### config.mk
export PLATFORM = sky130hd
export DESIGN_NAME = tdm_demux_32ch_flat
export DESIGN_NICKNAME = d
export VERILOG_FILES = /design/src/rtl/tdm_pkg.sv /design/src/rtl/tdm_demux_32ch_if.sv /design/src/rtl/tdm_slot_buffer.sv /design/src/rtl/tdm_demux_32ch.sv /design/src/flat_wrapper.sv
export SDC_FILE = /design/constraint.sdc
export NUM_CORES = 2
export LEC_CHECK = 0
export CAP_MARGIN = 15
export CORE_MARGIN = 10
export CORE_UTILIZATION = 55
export DETAILED_ROUTE_END_ITERATION = 10
export PLACE_DENSITY = 0.86
export SYNTH_ARGS = -nofsm -noshare
export SYNTH_HDL_FRONTEND = slang
export SYNTH_HIERARCHICAL = 1
export SYNTH_SLANG_ARGS = --single-unit
### constraint.sdc
create_clock -name clk -period 4.6 [get_ports clk]
set_input_delay 0.69 -clock clk [delete_from_list [all_inputs] [get_ports clk]]
set_output_delay 0.69 -clock clk [all_outputs]
set_load 0.01 [all_outputs]
### src/rtl/tdm_pkg.sv
// tdm_pkg: shared state encoding and default sizes for the TDM demux
package tdm_pkg;
  localparam int WIDTH = 16;
  localparam int NCH = 32;
  localparam int SLOT_W = $clog2(NCH);
  localparam int FRAME_CNT_W = 8;
  typedef enum logic {ST_HUNT, ST_RECV} state_t;
endpackage

### src/rtl/tdm_demux_32ch_if.sv
// tdm_demux_32ch_if: TDM word stream, one channel word per valid cycle, sync marks slot 0
interface tdm_demux_32ch_if #(parameter int WIDTH = tdm_pkg::WIDTH);
  logic in_valid;
  logic in_sync;
  logic [WIDTH-1:0] in_data;
  modport master(output in_valid, in_sync, in_data);
  modport slave(input in_valid, in_sync, in_data);
endinterface

### src/rtl/tdm_slot_buffer.sv
// tdm_slot_buffer: NCH x WIDTH shadow frame with slot-indexed write; with TDM_DEMUX_PARITY_EN
// it also keeps the running XOR of the words stored since slot 0
module tdm_slot_buffer
  import tdm_pkg::*;
#(
  parameter int WIDTH = tdm_pkg::WIDTH,
  parameter int NCH = tdm_pkg::NCH,
  parameter int SLOT_W = $clog2(NCH)
) (
  input  logic                 clk,
  input  logic                 rst_n,
  input  logic                 we,
  input  logic [SLOT_W-1:0]    slot,
  input  logic [WIDTH-1:0]     data,
`ifdef TDM_DEMUX_PARITY_EN
  output logic [WIDTH-1:0]     acc,
`endif
  output logic [NCH*WIDTH-1:0] shadow
);
  always_ff @(posedge clk or negedge rst_n)
    if (!rst_n) shadow <= '0;
    else if (we) shadow[slot*WIDTH +: WIDTH] <= data;
`ifdef TDM_DEMUX_PARITY_EN
  // slot 0 restarts the accumulator, so an aborted partial frame leaves no residue
  always_ff @(posedge clk or negedge rst_n)
    if (!rst_n) acc <= '0;
    else if (we) acc <= (slot == '0) ? data : acc ^ data;
`endif
endmodule

### src/rtl/tdm_demux_32ch.sv
// tdm_demux_32ch: rebuilds NCH-channel frames from a TDM word stream and commits them atomically;
// TDM_DEMUX_PARITY_EN adds a trailing XOR parity slot and the parity_err output
module tdm_demux_32ch
  import tdm_pkg::*;
#(
  parameter int WIDTH = tdm_pkg::WIDTH,
  parameter int NCH = tdm_pkg::NCH,
  parameter int SLOT_W = $clog2(NCH)
) (
  input  logic                   clk,
  input  logic                   rst_n,
  tdm_demux_32ch_if.slave        in_if,
  output logic [NCH*WIDTH-1:0]   out_bus,
  output logic                   frame_valid,
  output logic [FRAME_CNT_W-1:0] frame_cnt,
  output logic                   sync_err,
`ifdef TDM_DEMUX_PARITY_EN
  output logic                   parity_err,
`endif
  output logic [SLOT_W-1:0]      slot_cnt
);
  state_t state, state_n;
  logic [SLOT_W-1:0] slot_n;
  logic we, commit, err_n;
  logic [NCH*WIDTH-1:0] shadow, merged;
`ifdef TDM_DEMUX_PARITY_EN
  logic [WIDTH-1:0] acc;
  logic par_ph, par_n, perr_n;
`endif
  tdm_slot_buffer #(.WIDTH(WIDTH), .NCH(NCH), .SLOT_W(SLOT_W)) u_buf (
    .clk(clk),
    .rst_n(rst_n),
    .we(we),
    .slot(in_if.in_sync ? '0 : slot_cnt),
    .data(in_if.in_data),
`ifdef TDM_DEMUX_PARITY_EN
    .acc(acc),
`endif
    .shadow(shadow)
  );
  always_comb begin
    state_n = state;
    slot_n = slot_cnt;
    we = 1'b0;
    commit = 1'b0;
    err_n = 1'b0;
`ifdef TDM_DEMUX_PARITY_EN
    par_n = par_ph;
    perr_n = 1'b0;
`endif
    if (in_if.in_valid) begin
      if (state == ST_HUNT) begin
        we = in_if.in_sync;
        slot_n = in_if.in_sync ? SLOT_W'(1) : slot_cnt;
        state_n = in_if.in_sync ? ST_RECV : ST_HUNT;
      end else if (in_if.in_sync) begin
        we = 1'b1;
        slot_n = SLOT_W'(1);
`ifdef TDM_DEMUX_PARITY_EN
        par_n = 1'b0;
        err_n = par_ph || slot_cnt != '0;
`else
        err_n = slot_cnt != '0;
`endif
`ifdef TDM_DEMUX_PARITY_EN
      end else if (par_ph) begin
        par_n = 1'b0;
        slot_n = '0;
        commit = in_if.in_data == acc;
        perr_n = in_if.in_data != acc;
`endif
      end else if (slot_cnt == '0) begin
        err_n = 1'b1;
        state_n = ST_HUNT;
      end else begin
        we = 1'b1;
        slot_n = slot_cnt + 1'b1;
`ifdef TDM_DEMUX_PARITY_EN
        par_n = slot_cnt == SLOT_W'(NCH - 1);
`else
        commit = slot_cnt == SLOT_W'(NCH - 1);
`endif
      end
    end
  end
  // without parity the last word commits on the edge it arrives, bypassing the shadow
  always_comb begin
    merged = shadow;
`ifndef TDM_DEMUX_PARITY_EN
    merged[(NCH-1)*WIDTH +: WIDTH] = in_if.in_data;
`endif
  end
  always_ff @(posedge clk or negedge rst_n)
    if (!rst_n) begin
      state <= ST_HUNT;
      slot_cnt <= '0;
      out_bus <= '0;
      frame_valid <= 1'b0;
      frame_cnt <= '0;
      sync_err <= 1'b0;
    end else begin
      state <= state_n;
      slot_cnt <= slot_n;
      frame_valid <= commit;
      frame_cnt <= frame_cnt + FRAME_CNT_W'(commit);
      sync_err <= err_n;
      if (commit) out_bus <= merged;
    end
`ifdef TDM_DEMUX_PARITY_EN
  always_ff @(posedge clk or negedge rst_n)
    if (!rst_n) begin
      par_ph <= 1'b0;
      parity_err <= 1'b0;
    end else begin
      par_ph <= par_n;
      parity_err <= perr_n;
    end
`endif
endmodule

### src/flat_wrapper.sv
// flat-port wrapper written by rule: the top's interface ports become plain ports
module tdm_demux_32ch_flat import tdm_pkg::*;
#(
  parameter int WIDTH = tdm_pkg::WIDTH,
  parameter int NCH = tdm_pkg::NCH,
  parameter int SLOT_W = $clog2(NCH)
)
  (clk, rst_n, out_bus, frame_valid, frame_cnt, sync_err, slot_cnt, in_if_in_valid, in_if_in_sync, in_if_in_data);
  tdm_demux_32ch_if #(.WIDTH(WIDTH)) in_if_i ();
  input  logic clk;
  input  logic rst_n;
  output logic [NCH*WIDTH-1:0] out_bus;
  output logic frame_valid;
  output logic [FRAME_CNT_W-1:0] frame_cnt;
  output logic sync_err;
  output logic [SLOT_W-1:0] slot_cnt;
  input wire logic [$bits(in_if_i.in_valid)-1:0] in_if_in_valid;
  input wire logic [$bits(in_if_i.in_sync)-1:0] in_if_in_sync;
  input wire logic [$bits(in_if_i.in_data)-1:0] in_if_in_data;
  assign in_if_i.in_valid = in_if_in_valid;
  assign in_if_i.in_sync = in_if_in_sync;
  assign in_if_i.in_data = in_if_in_data;
  tdm_demux_32ch #(.WIDTH(WIDTH), .NCH(NCH), .SLOT_W(SLOT_W)) u_core (.clk(clk), .rst_n(rst_n), .in_if(in_if_i), .out_bus(out_bus), .frame_valid(frame_valid), .frame_cnt(frame_cnt), .sync_err(sync_err), .slot_cnt(slot_cnt));
endmodule
Word level (Yosys, flattened, before mapping)
Cells that the tools add are included.

Register bits: 1040. Logic and storage cells: 38.

Add/subtract/negate cells: 3. Eq/ne operators: 2. Shift-type cells: 2. Muxes and demuxes: 20. Reduce and logical (&&, ||, !) cells: 4.

Operators by type and width (number): bitwise mux 512 bit (1); variable shift 16 x 34 -> 512 bit, first input constant (1); indexed part select 16 x 34 -> 512 bit (1); negation 9 -> 34 bit (1); two-way mux 5 bit (5); two-way mux 1 bit (14); adder 8 x 1 -> 8 bit (1); adder 5 x 1 -> 5 bit, second input constant (1); == test 5 bit, second input constant (1); logical NOT 5 bit (1); nonzero test 5 bit (1); AND reduction 3 bit (1); != test 2 bit, second input constant (1); nonzero test 2 bit (1).

Longest topological paths before layout
Depth after elaboration: 6. Gate-level depth with buffers: 16.

Modules after synthesis
Netlist, hierarchy kept.

By module, submodules not included: tdm_slot_buffer (times used 1, cells each 1514, area an instance 21205.3 um2); tdm_demux_32ch (times used 1, cells each 1155, area an instance 20020.5 um2).

Least setup slack after synthesis
Ideal clock, no wire load.

Path kind: input port to flip-flop. Start point: input port in_if_in_sync. End point: register u_core.u_buf.shadow[214]. Library setup time: 125 ps. Arrival time: 3769 ps. Required time: 4475 ps. Slack: 706 ps. Stages on the path: 16. Buffers on the path: 7. Path through: clkbuf_1 nor2_1 buf_2 buf_2 inv_1 ha_1 clkbuf_1 nor3b_1 ha_1 clkbuf_1 nand4b_1 mux2i_4 and3_1 buf_2 buf_4 mux2_2.

Word-level cells in the longest chain between the ends: 4.

Ends and longest elaborated chain: start, declared (line flat_wrapper.sv:18) `input wire logic [$bits(in_if_i.in_sync)-1:0] in_if_in_sync;`; two-way mux 5 bit (line tdm_demux_32ch.sv:34) `.slot(in_if.in_sync ? '0 : slot_cnt),`; negation 9 -> 34 bit (line tdm_slot_buffer.sv:22) `else if (we) shadow[slot*WIDTH +: WIDTH] <= data;`; indexed part select 16 x 34 -> 512 bit or variable shift 16 x 34 -> 512 bit (tied branches) (line tdm_slot_buffer.sv:22); bitwise mux 512 bit (line tdm_slot_buffer.sv:22); end signal, assigned by index (line tdm_slot_buffer.sv:22); end, declared (line tdm_slot_buffer.sv:18) `output logic [NCH*WIDTH-1:0] shadow`.

Several ways; a longest one is shown, not always the timed one. A chain may end at the register's enable or synchronous reset.

Worst setup path in the final report
Start point: input port in_if_in_sync. End point: register u_core.u_buf.shadow[169].

Same word-level chain as after synthesis.

==> impl_metrics.tcl <==
set metrics [dict create \
    critPathArrivalTime_ps 4430 \
    rsz0062_at_grt "no" \
    netlist_area_um2 40630 \
    critPathLaunchType "input pin" \
    timing.final.crit_share_pct 85.02 \
    wl_per_cell_um 27.97 \
    max_cap_violations 0 \
    clock_latency_ps 660 \
    hpwl_um 79940 \
    drt_iter0_drc 1775 \
    area_growth_pct 24.77 \
    cts_tree "built" \
    die_h_um 291.8 \
    fmax_mhz 255.7 \
    min_path_type "input pin to async pin" \
    setup_viol 0 \
    die_area_um2 85140 \
    pwr_density_cell_nw_per_um2 404.8 \
    grt_util_all_layers_pct 27.44 \
    cts_made_buffers 102 \
    globalRouteOverflowTotal 0 \
    grt_pass1_wl_um 177700 \
    status "complete, no violations" \
    ctsLongestPathBuffers 3 \
    die_x_um 291.8 \
    syn_nets 2663 \
    placed_cells_incl_taps 4050 \
    min_period_ps 3911 \
    ys_warn_count 6 \
    port_buffers 546 \
    drt_wl_total_um 118900 \
    path_class "input pin to flop" \
    cts_sinks 1024 \
    clk_pin_slew_ps 60 \
    cts_root_buffer "clkbuf_16" \
    drt-pass1-iter-count 6 \
    ir_worst_vdd_mv 0.3919 \
    io-pin-count 547 \
    hold_viol 0 \
    crit_fanout 17 \
    viasPerCell 5.793 \
    globalplace.congestion 0.8481 \
    core-area_um2 73080 \
    place_area_um2 46850 \
    grt_pass1_vias 27302 \
    fin_cells 4251 \
    cts_max_level 3 \
    crit_path_end_kind "flop" \
    layout_commonest_cell "dfrtp_1" \
    maxSlewHeadroom_pct 19.04 \
    num_vias 24625 \
    avgSynthCellArea_um2 15.42 \
    clock_skew_ps 20.73 \
    layout-drive-gt1-share_pct 36.96 \
    rows 99 \
    fill_cells 4670 \
    worst_pin_slew_ps 1211 \
    initial_utilization_pct 55.59 \
    route.detailed.drc 0 \
    critPathRequiredTime_ps 5120 \
    postRouteAntennaNets 0 \
    multiInputGateArea_um2 13780 \
    most-common-layout-cells "dfrtp_1 (1024), mux2_2 (920), clkdlybuf4s50_1 (539)" \
    rr_startpoint "u_core/slot_cnt[0]" \
    design_area_um2 50690 \
    cts_hold_buf 0 \
    cts_resized 0 \
    grt_max_degree 118 \
    slew_viol_final 0 \
    fin_setup_tns_ps 0 \
    leakagePower_uw 0.02533 \
    post_cts_buffers 0 \
    antenna_found_initial 11 \
    syn_inst 2635 \
    seqCellArea_um2 25620 \
    crit_start "in_if_in_sync" \
    fin_nets 3224 \
]
-- report_power, final --
| group | leakage, uW | internal, uW | switching [uW] | total [uW] |
|---|---|---|---|---|
| Combinational | 0.00931 | 565 | 1510 | 2070 |
| Sequential | 0.0142 | 9160 | 110 | 9270 |
| Clock | 0.00186 | 5600 | 3580 | 9180 |
| Total | 0.0253 | 15300 | 5200 | 20500 |
-- path summary, 6_finish.rpt --
check	end	depth (start not counted)	slack, ps
hold reg to reg	u_core/frame_cnt[7]	1	480
setup reg to reg	u_core/u_buf/shadow[169]	9	980
hold / removal	u_core/out_bus[497]	1	190
min in group clk	u_core/frame_cnt[7]	1	480
setup / recovery	u_core/u_buf/shadow[169]	9	690
max in group asynchronous	u_core/u_buf/shadow[112]	2	3210
-- registers in the layout, summed over array words and instances, names as in the netlist --
name	cells
u_core/state	1
u_core/sync_err	1
u_core/frame_cnt	8
u_core/frame_valid	1
u_core/slot_cnt	5
u_core/u_buf/shadow	496
u_core/out_bus	512
-- per-layer routing --
metal / wire length (um) / GRT usage (%) / vias up / part of all wire (%)
li1: - / - / 10413 / -
met1: 47110 / 33.83 / 12971 / 40
met3: 8300 / 6.488 / 232 / 7.0
met2: 59200 / 46.57 / 1003 / 50
met5: 44 / 0 / - / 0.037
met4: 4258 / 10.47 / 6 / 3.6
-- per-stage QoR --
stage	util [%]	worst slack [ps]	hold slack, ps	total power, uW
after CTS	69.31	757.2	194.6	20610
after detailed placement	64.11	66.53	473.1	11450
final	69.36	688.9	189.2	20520
after floorplan	-	706.1	394.4	10460
after global placement	64.10	199.5	458.0	11360
after global routing	69.33	470.0	222.3	21170
-- cell type report --
cell class | count | area share [%]
well taps | 959 | 2.367
diodes | 10 | 0.04936
clock inverters | 52 | 1.594
clock buffers | 138 | 5.899
multi-input cells | 1416 | 27.18
repair buffers | 620 | 12.12
flip-flops and latches | 1024 | 50.55
inverters | 32 | 0.2369
-- critical path, stage by stage --
cell and delay, ps:
clkdlybuf4s50_1 680, nor2_1 300, inv_1 80, ha_1 290
nor3b_1 190, ha_2 270, or4_1 820, nand2b_1 640
mux2_2 460
No activity file was read; power rests on OpenSTA's default activity.
==> patch, RTL diff (same flow settings) <==
Change the package constant `FRAME_CNT_W` from 8 to 12.
--- a/src/rtl/tdm_pkg.sv
+++ b/src/rtl/tdm_pkg.sv
@@ -4,5 +4,5 @@
   localparam int NCH = 32;
   localparam int SLOT_W = $clog2(NCH);
-  localparam int FRAME_CNT_W = 8;
+  localparam int FRAME_CNT_W = 12;
   typedef enum logic {ST_HUNT, ST_RECV} state_t;
 endpackage
Interface: changed (resized frame_cnt); port bits go from 547 to 551. No check against the original RTL was run, so the function may have changed too.
==> patch against the original RTL <==
- power down 3.8%
- setup slack improved by 340 ps
- synthesized area up 0.45%
- sequential cell count rose by 4
- synthesized cell count rose by 0.72%
- routed wire length decreased by 0.65%
- final cell count barely moved
- maximum frequency increased by 9.6%
- worst hold slack worse by 130 ps
- combinational power increased by 3%
- utilization is 0.40 points lower
- cell area decreased by 0.40%
- critical endpoint is now u_core/u_buf/shadow[443]
- largest power group unchanged
- highest routed layer unchanged
==> patch: results (changes against the original RTL) <==
* Initial DRT Pass Iterations at 7 (+1)
* Share of cells above drive strength 1 at 0.3599 (-0.009737)
* Worst Tran Pin Value at 1163 ps (-47.35 ps)
* Clock latency on the worst-skew pair at 670 ps
* Worst r2r dst: u_core/u_buf/shadow[80]
* RR Startpoint: u_core/slot_cnt[0]
* CTS Buffer Depth at 3 (unchanged)
* Iteration-0 DRC Markers at 1,805 (+1.7%)
* Register-to-register setup slack at 1060 ps (+80 ps)
* Vias in the first global route at 27,229 (-0.27%)
* Global-route wire length before repair at 176,500 µm (-0.68%)
* Initial antenna violation count at 14 (+3)
* Post-layout net count at 3,242 (+0.56%)
* WL per Instance at 27.77 µm (-0.72%)
* Top flop regs: u_core/out_bus x512, u_core/u_buf/shadow x496, u_core/frame_cnt x12
* DR WL met2 at 58,460 µm (-1.3%)
* Root buffer cell: clkbuf_16
* DP Worst Slack at 373.9 ps (+307.4 ps)
* DR top layer: met5
* Status: complete, no violations
* Postcts setup bufs at 0 (unchanged)
* Port Buffers at 550 (+0.73%)
* LEAKAGE at 25.23 nW (-0.40%)
* Gr usage total at 0.2715 (-0.002967)
* PostCTS Resize Cnt at 0 (unchanged)
* CP Max Fanout at 16 (-1)
* Maximum vdd drop at 0.2488 mV (-37%)
* Dpl hpwl at 79,420 µm (-0.65%)
* Final worst clock skew at 23.03 ps (+2.304 ps)
* Clk slew on worst S/H paths at 60 ps (about the same)
* Total CTS buffers at 103 (+0.98%)
* Hold WC Path Type: primary input to asynchronous set/reset pin
* Starting Density at 0.5575 (+0.001555)
* GPL Wtd Cong at 0.8400 (-0.96%)
* Largest net degree at the start of global routing at 158 (+34%)
* Vias per cell at 5.857 (+1.1%)
* Syn. warnings at 6 (unchanged)
* Maximum level of the CTS H-tree at 3 (unchanged)
* M1 WL at 46,000 µm (-2.3%)
* Worst r2r path cells at 9 (unchanged)
* Synth Net Count at 2,683 (+0.75%)
* Critical Path AT at 4110 ps (-320 ps)
* P_int at 14.60 mW (-4.7%)
* Metal3 WL at 8671 µm (+4.5%)
[patch: layer usage]
metal,vias to the layer above,global-route usage
met1,13197,0.3379
met5,-,0
li1,10460,-
met3,238,0.06097
met2,1017,0.4513
met4,2,0.1210
[patch: worst max-delay path, cell delays in order]
cell	delay, ps
clkdlybuf4s50_1	550
nor2_2	60
inv_1	100
ha_1	320
nor3b_1	360
ha_4	250
and3b_1	200
mux2i_2	240
buf_4	250
nand2b_1	660
mux2_2	420
[patch: worst max-delay path by stage]
stage,from,to,slack [ps]
final,in_if_in_sync,u_core/u_buf/shadow[443],1030
after global placement,in_if_in_sync,u_core/u_buf/shadow[80],420
after floorplan,in_if_in_sync,u_core/u_buf/shadow[214],710
after CTS,u_core/slot_cnt[0],u_core/u_buf/shadow[208],980
after detailed placement,in_if_in_sync,u_core/u_buf/shadow[208],370
after global routing,in_if_in_sync,u_core/u_buf/shadow[434],870
[patch: layout make-up]
type,count,area [µm²]
Sequential cell,1028,25720
Timing Repair Buffer,617,6171
Inverter,33,123.9
Multi-Input combinational cell,1430,13890
Clock buffer,158,3067
Fill cell,4700,22720
Clock inverter,27,310.3
Antenna cell,2,5.005
Tap cell,959,1200
[patch: through the flow]
stage	hold WS [ps]	std cells	cell area (µm²)
global placement	467.3	4066	47090
detailed placement	470.7	4066	47090
finish	56.86	4254	50490
CTS	88.63	4251	50470
floorplan	394.4	2654	40810
global route	113.9	4252	50480
[patch: power groups by stage]
stage	sequential [mW]	combinational (mW)	clock, mW
2_1_floorplan	9.43	1.07	0
3_3_place_gp	9.45	2.00	0
3_5_place_dp	9.46	2.06	0
4_1_cts	9.30	2.08	8.45
5_1_grt	9.31	2.24	8.85
6_report	9.30	2.13	8.31
